===== config.mk =====
export PLATFORM = sky130hd
export DESIGN_NAME = adder_arbiter
export DESIGN_NICKNAME = d
export VERILOG_FILES = /design/src/rtl/adder_arbiter_pkg.sv /design/src/rtl/adder_arbiter_rr_arbiter.sv /design/src/rtl/adder_arbiter.sv
export SDC_FILE = /design/constraint.sdc
export NUM_CORES = 1
export LEC_CHECK = 0
export BUFFER_PORTS_ARGS = -buffer_cell sky130_fd_sc_hd__buf_2
export CORE_MARGIN = 8
export CORE_UTILIZATION = 50
export DETAILED_ROUTE_END_ITERATION = 10
export HOLD_SLACK_MARGIN = 0.08
export PLACE_DENSITY = 0.92
export SETUP_SLACK_MARGIN = 0.4
export SYNTH_ARGS = -nofsm -noshare
export SYNTH_HDL_FRONTEND = slang
export SYNTH_SLANG_ARGS = --single-unit

===== constraint.sdc =====
create_clock -name clk -period 3.6 [get_ports clk]
set_clock_uncertainty 0.1 [all_clocks]
set_input_delay 0.36 -clock clk [delete_from_list [all_inputs] [get_ports clk]]
set_output_delay 0.36 -clock clk [all_outputs]
set_load 0.05 [all_outputs]

===== src/rtl/adder_arbiter_pkg.sv =====
// Shared types and constants for the round-robin adder arbiter.
// Optional per-requester grant statistics are enabled by defining ADDER_ARB_STATS_EN.
package adder_arbiter_pkg;

  typedef enum logic [1:0] {
    IDLE = 2'd0,
    ADD  = 2'd1,
    HOLD = 2'd2
  } state_e;

  localparam int STATS_W = 16;
  localparam logic [STATS_W-1:0] STATS_MAX = '1;

endpackage


===== src/rtl/adder_arbiter_rr_arbiter.sv =====
// Round-robin winner search: the first asserted request at or after ptr_i,
// wrapping from NUM_REQ-1 back to 0.
module rr_arbiter
  import adder_arbiter_pkg::*;
#(
  parameter int NUM_REQ = 4,
  parameter int IW      = $clog2(NUM_REQ)
) (
  input  logic [NUM_REQ-1:0] req_i,
  input  logic [IW-1:0]      ptr_i,
  output logic [NUM_REQ-1:0] grant_o,
  output logic [IW-1:0]      idx_o,
  output logic               any_o
);

  always_comb begin
    int j;
    grant_o = '0;
    idx_o   = '0;
    any_o   = 1'b0;
    j       = 0;
    for (int k = 0; k < NUM_REQ; k++) begin
      j = int'(ptr_i) + k;
      if (j >= NUM_REQ) j = j - NUM_REQ;
      if (!any_o && req_i[j]) begin
        grant_o[j] = 1'b1;
        idx_o      = IW'(j);
        any_o      = 1'b1;
      end
    end
  end

endmodule


===== src/rtl/adder_arbiter.sv =====
// Round-robin arbitrated WIDTH-bit adder: one operation in flight, IDLE -> ADD -> HOLD.
// Define ADDER_ARB_STATS_EN to add per-requester saturating grant counters (grant_cnt).
module adder_arbiter
  import adder_arbiter_pkg::*;
#(
  parameter int WIDTH   = 40,
  parameter int NUM_REQ = 4,
  localparam int IW     = $clog2(NUM_REQ)
) (
  input  logic                     clk,
  input  logic                     rst,
  input  logic [NUM_REQ-1:0]       req_valid,
  output logic [NUM_REQ-1:0]       req_ready,
  input  logic [NUM_REQ*WIDTH-1:0] req_a,
  input  logic [NUM_REQ*WIDTH-1:0] req_b,
  output logic                     res_valid,
  input  logic                     res_ready,
  output logic [WIDTH-1:0]         res_sum,
  output logic                     res_carry,
  output logic [IW-1:0]            res_id,
  output logic [1:0]               dbg_state
`ifdef ADDER_ARB_STATS_EN
  ,
  output logic [NUM_REQ*STATS_W-1:0] grant_cnt
`endif
);

  // Handshakes: a transfer happens on a rising clk edge only when valid and
  // ready are both high; valid may drop before ready without any effect.

  state_e               state_q;
  logic [IW-1:0]        ptr_q, ptr_d;
  logic [IW-1:0]        id_q;
  logic [WIDTH-1:0]     a_q, b_q;
  logic [WIDTH-1:0]     sum_q;
  logic                 carry_q;
  logic [NUM_REQ-1:0]   arb_grant;
  logic [IW-1:0]        arb_idx;
  logic                 arb_any;
  logic [WIDTH-1:0]     a_sel, b_sel;
  logic [NUM_REQ-1:0]   hs_vec;
  logic                 req_hs;
  logic [WIDTH:0]       sum_d;

  rr_arbiter #(
    .NUM_REQ (NUM_REQ),
    .IW      (IW)
  ) u_rr (
    .req_i   (req_valid),
    .ptr_i   (ptr_q),
    .grant_o (arb_grant),
    .idx_o   (arb_idx),
    .any_o   (arb_any)
  );

  // Ready is held low while reset is asserted, even before the state settles.
  assign req_ready = (rst && state_q == IDLE && arb_any) ? arb_grant : '0;
  assign hs_vec    = req_valid & req_ready;
  assign req_hs    = |hs_vec;

  always_comb begin
    a_sel = '0;
    b_sel = '0;
    for (int i = 0; i < NUM_REQ; i++) begin
      if (arb_grant[i]) begin
        a_sel = req_a[i*WIDTH +: WIDTH];
        b_sel = req_b[i*WIDTH +: WIDTH];
      end
    end
  end

  assign ptr_d = (arb_idx == IW'(NUM_REQ - 1)) ? '0 : arb_idx + IW'(1);
  assign sum_d = {1'b0, a_q} + {1'b0, b_q};

  always_ff @(posedge clk or negedge rst) begin
    if (!rst) begin
      state_q <= IDLE;
      ptr_q   <= '0;
      id_q    <= '0;
      a_q     <= '0;
      b_q     <= '0;
      sum_q   <= '0;
      carry_q <= 1'b0;
    end else begin
      case (state_q)
        IDLE: begin
          if (req_hs) begin
            a_q     <= a_sel;
            b_q     <= b_sel;
            id_q    <= arb_idx;
            ptr_q   <= ptr_d;
            state_q <= ADD;
          end
        end
        ADD: begin
          {carry_q, sum_q} <= sum_d;
          state_q          <= HOLD;
        end
        HOLD: begin
          if (res_ready) state_q <= IDLE;
        end
        default: state_q <= IDLE;
      endcase
    end
  end

  assign res_valid = (state_q == HOLD);
  assign res_sum   = sum_q;
  assign res_carry = carry_q;
  assign res_id    = id_q;
  assign dbg_state = state_q;

`ifdef ADDER_ARB_STATS_EN
  for (genvar g = 0; g < NUM_REQ; g++) begin : g_cnt
    logic [STATS_W-1:0] cnt_q;
    always_ff @(posedge clk or negedge rst) begin
      if (!rst) begin
        cnt_q <= '0;
      end else if (hs_vec[g] && cnt_q != STATS_MAX) begin
        cnt_q <= cnt_q + 1'b1;
      end
    end
    assign grant_cnt[g*STATS_W +: STATS_W] = cnt_q;
  end
`endif

endmodule


======== Yosys cells after proc, flatten, opt, wreduce, memory -nomap -nowiden ========
Index checks and enable logic that the tools add are counted.
word-level totals
  output and inout port bits .............. 50
  register bits ........................... 127
  word-level logic and storage cells ...... 102
  bits of input ports ..................... 327
operators by class
  eq/ne operators ......................... 5
  bitwise logic cells ..................... 4
  $lt $le $gt $ge ......................... 12
  add/subtract/negate cells ............... 9
  reductions and logical operators ........ 16
  multiplexer cells ....................... 49
operators by type and width
  cell                                                                            number
  40-bit 2-to-1 mux                                                               8
  32-bit by 1-bit >= comparator with 1-bit output (second input constant)         4
  32-bit by 4-bit less-than comparator with 1-bit output (second input constant)  4
  32-bit 2-to-1 mux                                                               4
  32-bit by 4-bit >= comparator with 1-bit output (second input constant)         3
  32-bit by 4-bit subtractor with 32-bit output (second input constant)           3
  40-bit by 40-bit adder with 41-bit output                                       1
  4-bit 2-to-1 mux                                                                5
  1-bit 2-to-1 mux                                                                16
  2-bit 2-to-1 mux                                                                7
  4-bit OR                                                                        3
  1-bit logical AND                                                               9
  1-bit binary-select mux with 2-bit select                                       4
  1-bit demux with 2-bit select                                                   4
  2-bit by 2-bit adder with 3-bit output (second input constant)                  2
  2-bit case mux with 3 select lines                                              1
  4-bit bitwise AND                                                               1
  2-bit == test (second input constant)                                           2
  2-bit AND reduction                                                             2
  4-bit OR reduction                                                              1
  2-bit by 3-bit subtractor with 4-bit output (second input constant)             1
  2-bit by 1-bit adder with 3-bit output (second input constant)                  1
  2-bit by 3-bit >= comparator with 1-bit output (second input constant)          1
  1-bit logical NOT                                                               3
  5 further kinds                                                                 5

======== Depth between registers and ports, before layout ========
  depth in word-level cells ............... 21
  depth in mapped cells ................... 15
  depth with buffers taken out ............ 11

======== Hierarchy ========
From an unflattened synthesis, not the netlist that was laid out.
unflattened totals
  cells, all modules ...................... 1282
  area total of the unflattened synthesis .. 9734.3 um2
by module, submodules not included
  module         area each (um2)  seq. area each (um2)  instances  cells an instance
  adder_arbiter  9273.9           3178.0                1          1234
  rr_arbiter     460.4            0.0                   1          48

======== Worst setup path after synthesis ========
Ideal clock, no wire load.
  path kind ............................... register -> output
  start point ............................. reg ptr_q[0]
  end point ............................... out req_ready[2]
  path slack .............................. -0.243 ns
  data arrival time ....................... 3.383 ns
  path buffers ............................ 5
  cell stages (with the launch flop) ...... 14
  required time ........................... 3.140 ns
  cells stage by stage .................... dfrtp_1 -> buf_6 -> inv_1 -> ha_1 -> buf_2 -> or3b_1 -> a211o_1 -> a21oi_2 -> o21ai_0 -> and2_1 -> buf_2 -> buf_4 -> clkbuf_1 -> nor2_1
between the ends
  word-level cells in the longest chain between the ends .. 17
  elaborated cells between the ends (all ways) .. 66
  classes of those cells .................. 7 x add/sub; 12 x order compare; 33 x mux; 3 x bitwise; 11 x reduce/logical
RTL lines
  item                                                                                    line                 source
  from (decl)                                                                             adder_arbiter.sv:32  logic [IW-1:0] ptr_q, ptr_d;
  from (signal assigned)                                                                  adder_arbiter.sv:91  ptr_q <= ptr_d;
  branches (longest 16 deep; another with 32-bit by 4-bit subtractor with 32-bit output)  -
  4-bit 2-to-1 mux *                                                                      adder_arbiter.sv:57  assign req_ready = (rst && state_q == IDLE && arb_any) ? arb_grant : '0;
  to (decl)                                                                               adder_arbiter.sv:13  output logic [NUM_REQ-1:0] req_ready,
Mark *: on every way between the ends. The select of a mux whose other input is x is not followed.

======== Worst setup path after layout ========
  start point ............................. reg ptr_q[0]
  end point ............................... reg a_q[29]
between the ends
  word-level cells in the longest chain between the ends .. 20
  elaborated cells between the ends (all ways) .. 73
  classes of those cells .................. 7 x add/sub; 12 x order compare; 37 x mux; 4 x bitwise; 13 x reduce/logical
RTL lines
  item                                                                                    line                 source
  branches (longest 20 deep; another with 32-bit by 4-bit subtractor with 32-bit output)  -
  to (signal assigned)                                                                    adder_arbiter.sv:88  a_q <= a_sel;
  to (decl)                                                                               adder_arbiter.sv:34  logic [WIDTH-1:0] a_q, b_q;
Several ways; the timed one is not identified. The select of a mux whose other input is x is not followed.
A chain may end at the register's enable or synchronous reset.

==> impl_metrics.yaml <==
layout:
  register_area_um2: 3179
  mostFrequentLayoutCells: "buf_2, o211ai_1, nand2_1, dfrtp_1, o21ai_0"
  nFillCells: 1453
  layout_commonest_cell: "buf_2"
  fin_nets: 2033
  stdcell_area_um2: 13880
  layout-drive-gt1-share: 0.3222
  areaGrowthSynthToFinish_pct: 39.75
  multi_input_area_um2: 6178
routing:
  avgRoutedWirePerCell_um: 23.12
  dr.pass1.iters: 6
  detail-route-antenna-nets: 0
  detail_route.drc_violations: 0
  drtIter0Drc: 1533
  vias: 12330
  wl_um: 44780
  viasPerCell: 6.366
setup_path:
  worstPathRequired_ns: 3.80
  critPathLaunchType: "register"
  critPathMaxFanout: 10
  crit_type: "reg -> reg"
  arrival_ns: 3.56
  endpoint_kind: "register"
cts:
  clk_latency_ns: 0.43
  cts_tree: "yes"
  cts-root-buf: "clkbuf_16"
  cts_buffer_depth: 2
  cts_max_level: 4
  cts_buffers: 17
  clk_pin_slew_ns: 0.07
  clkSinkCount: 127
synth:
  synth_cells: 1280
  synthArstFlopShare: 1.000
  synth_area_per_cell_um2: 7.759
  syn_nets: 1656
  synth_top_area_share: 0.3200
  synth.distinct_cells: 65
  syn-cell-area_um2: 9932
  synth-edff-count: 0
  ys_ff_latch: 127
  synth_area_leaders: "dfrtp_1, o211ai_1, o21ai_0"
  yosys_warnings: 0
  ys.flop_type: "dfrtp_1"
  synth_sequential_area_ratio: 0.3200
  yosysTopAreaCell: "dfrtp_1"
die:
  rows: 51
  ios: 377
  die_w_um: 156.9
  core_area_um2: 19460
  die_area_um2: 24630
  start_util: 0.5103
  die_y_um: 156.9
timing:
  relSlewSlack: 0.2759
  worst_pin_slew_ns: 1.081
  fin_tns_setup_ns: 0
  fmax_ghz: 0.2971
  min_period_over_period: 0.9350
  rsz0062_at_grt: "yes"
  hold_viol_final: 0
  finalMaxSlewViolations: 0
  period_needed_ns: 3.366
  setup_violations: 0
placed_design:
  place_area_um2: 12010
  dp_hpwl_um: 28910
  routabilityCongestion: 0.9645
  port_buffers: 376
grt:
  grt_pass1_vias: 11310
  gr-total-overflow: 0
  grt_usage: 0.3156
  grt_max_degree: 86
  grt_pass1_wl_um: 60890
  antenna_found_initial: 2
power_and_ir_drop:
  pwr-share-clk: 0.094
  p_comb_frac: 0.758
  leakagePower_nw: 6.459
  switching_share: 0.5301
  seqPwrFrac: 0.148
  switching_power_mw: 9.857
  peakVddDrop_v: 0.0007160
  internal-power_mw: 8.737
  p_per_area_nw_per_um2: 1340
run_status:
  outcome: "completed"
min_path:
  hold_class: "in -> reg"
flow_run:
  drv_cap: 0
-- worst max-delay path, cell delays in order (launching register included) --
cell	delay [ns]
dfrtp_1	0.43
inv_6	0.05
ha_4	0.28
mux4_2	0.53
buf_6	0.15
buf_6	0.11
a221o_1	0.38
and3_4	0.21
a31oi_4	0.17
a41oi_4	0.16
buf_6	0.18
buf_4	0.14
clkbuf_16	0.17
nor2_1	0.11
a31oi_1	0.06
-- power by group through the flow --
stage          sequential [mW]  combinational [mW]  clock, mW
2_1_floorplan             3.36                7.90          0
3_3_place_gp              2.71                11.1          0
3_5_place_dp              2.74                11.4          0
4_1_cts                   2.71                12.3       1.74
5_1_grt                   2.81                15.0       1.82
6_report                  2.75                14.1       1.75
-- cells by family (layout without fill, tap and decap cells) --
kind of cell / Yosys count / in the layout / share of synthesized area
AOI/OAI and AO/OA: 526 / 526 / 0.3511
adders and majority gates: 49 / 49 / 0.06248
DFF: 127 / 127 / 0.3200
other: 0 / 2 / 0
and+or+nand+nor: 348 / 348 / 0.1510
muxes: 9 / 9 / 0.01323
xor gates and xnor gates: 25 / 25 / 0.02205
buffers and inverters: 196 / 586 / 0.08012
-- cells in the mapped netlist (all sizes together) (3+ instances only) --
library cell and number:
a221oi 5, nand2b 4, or3 4, nor3 9
and3 10, or2 4, a21o 31, inv 87
o21bai 10, a31oi 85, nor2b 4, nor2 116
xnor2 17, nand3b 4, a211o 10, clkbuf 82
a211oi 7, buf 27, nand4 11, nand2 151
a41oi 4, o31ai 7, a21oi 41, nand3 19
dfrtp 127, nor3b 4, mux2i 3, xor2 8
o211ai 168, mux2 3, o21ai 131, mux4 3
ha 48, o21a 4
-- area by class of cell --
type                            instances  share of cell area
Multi-Input combinational cell        957              0.4451
Inverter                               87             0.02389
Timing Repair Buffer                  467              0.2356
Clock inverter                         15             0.01136
Antenna cell                            2           0.0003606
Clock buffer                           17             0.03065
Sequential cell                       127              0.2291
Tap cell                              265             0.02389
-- path summary, 6_finish.rpt --
| kind | slack [ns] | depth (start not counted) | start | end |
|---|---|---|---|---|
| min | 0.09 | 3 | req_a[128] | a_q[8]$_DFFE_PN0P_ |
| min in group asynchronous | 0.62 | 3 | rst | res_sum[39]$_DFFE_PN0N_ |
| min reg2reg | 0.37 | 2 | res_sum[0]$_DFFE_PN0N_ | res_sum[0]$_DFFE_PN0N_ |
| max | 0.23 | 14 | ptr_q[0]$_DFFE_PN0P_ | a_q[29]$_DFFE_PN0P_ |
| max reg2reg | 0.23 | 14 | ptr_q[0]$_DFFE_PN0P_ | a_q[29]$_DFFE_PN0P_ |
| max in group asynchronous | 1.35 | 4 | rst | ptr_q[1]$_DFFE_PN0P_ |
-- flip-flops by register name (all words and copies together) (netlist names) --
| register | flops |
|---|---|
| a_q | 40 |
| b_q | 40 |
| dbg_state | 2 |
| ptr_q | 2 |
| res_carry | 1 |
| res_id | 2 |
| res_sum | 40 |
-- through the flow --
| stage | setup WS, ns | hold WS (ns) | utilization | instances | total power [mW] |
|---|---|---|---|---|---|
| 6_report | 0.2340 | 0.08784 | 0.7131 | 1937 | 18.59 |
| 3_3_place_gp | 0.2991 | 0.3496 | 0.6168 | 1829 | 13.82 |
| 3_5_place_dp | 0.1769 | 0.3575 | 0.6168 | 1829 | 14.14 |
| 2_1_floorplan | 0.3680 | -0.03559 | - | 1280 | 11.26 |
| 5_1_grt | 0.1719 | 0.08601 | 0.7131 | 1937 | 19.59 |
| 4_1_cts | 0.3706 | 0.08023 | 0.6740 | 1903 | 16.78 |
-- metal layers --
| metal | vias to the layer above | track usage | share of wire |
|---|---|---|---|
| li1 | 5465 | - | - |
| met1 | 5692 | 0.3923 | 0.36 |
| met2 | 966 | 0.5043 | 0.46 |
| met3 | 208 | 0.08445 | 0.13 |
| met4 | 0 | 0.1442 | 0.060 |
| met5 | - | 0 | 0 |
-- what timing repair did --
action / in CTS / in global routing
resized for setup: 19 / 49
pin swaps: 13 / 21
endpoints found under the setup margin: 96 / 105
buffers inserted: 17 / 9
hold endpoints to repair: 76 / 1
gates cloned: 7 / 22
hold buffers: 18 / 1
No activity file was read; power rests on OpenSTA's default activity.
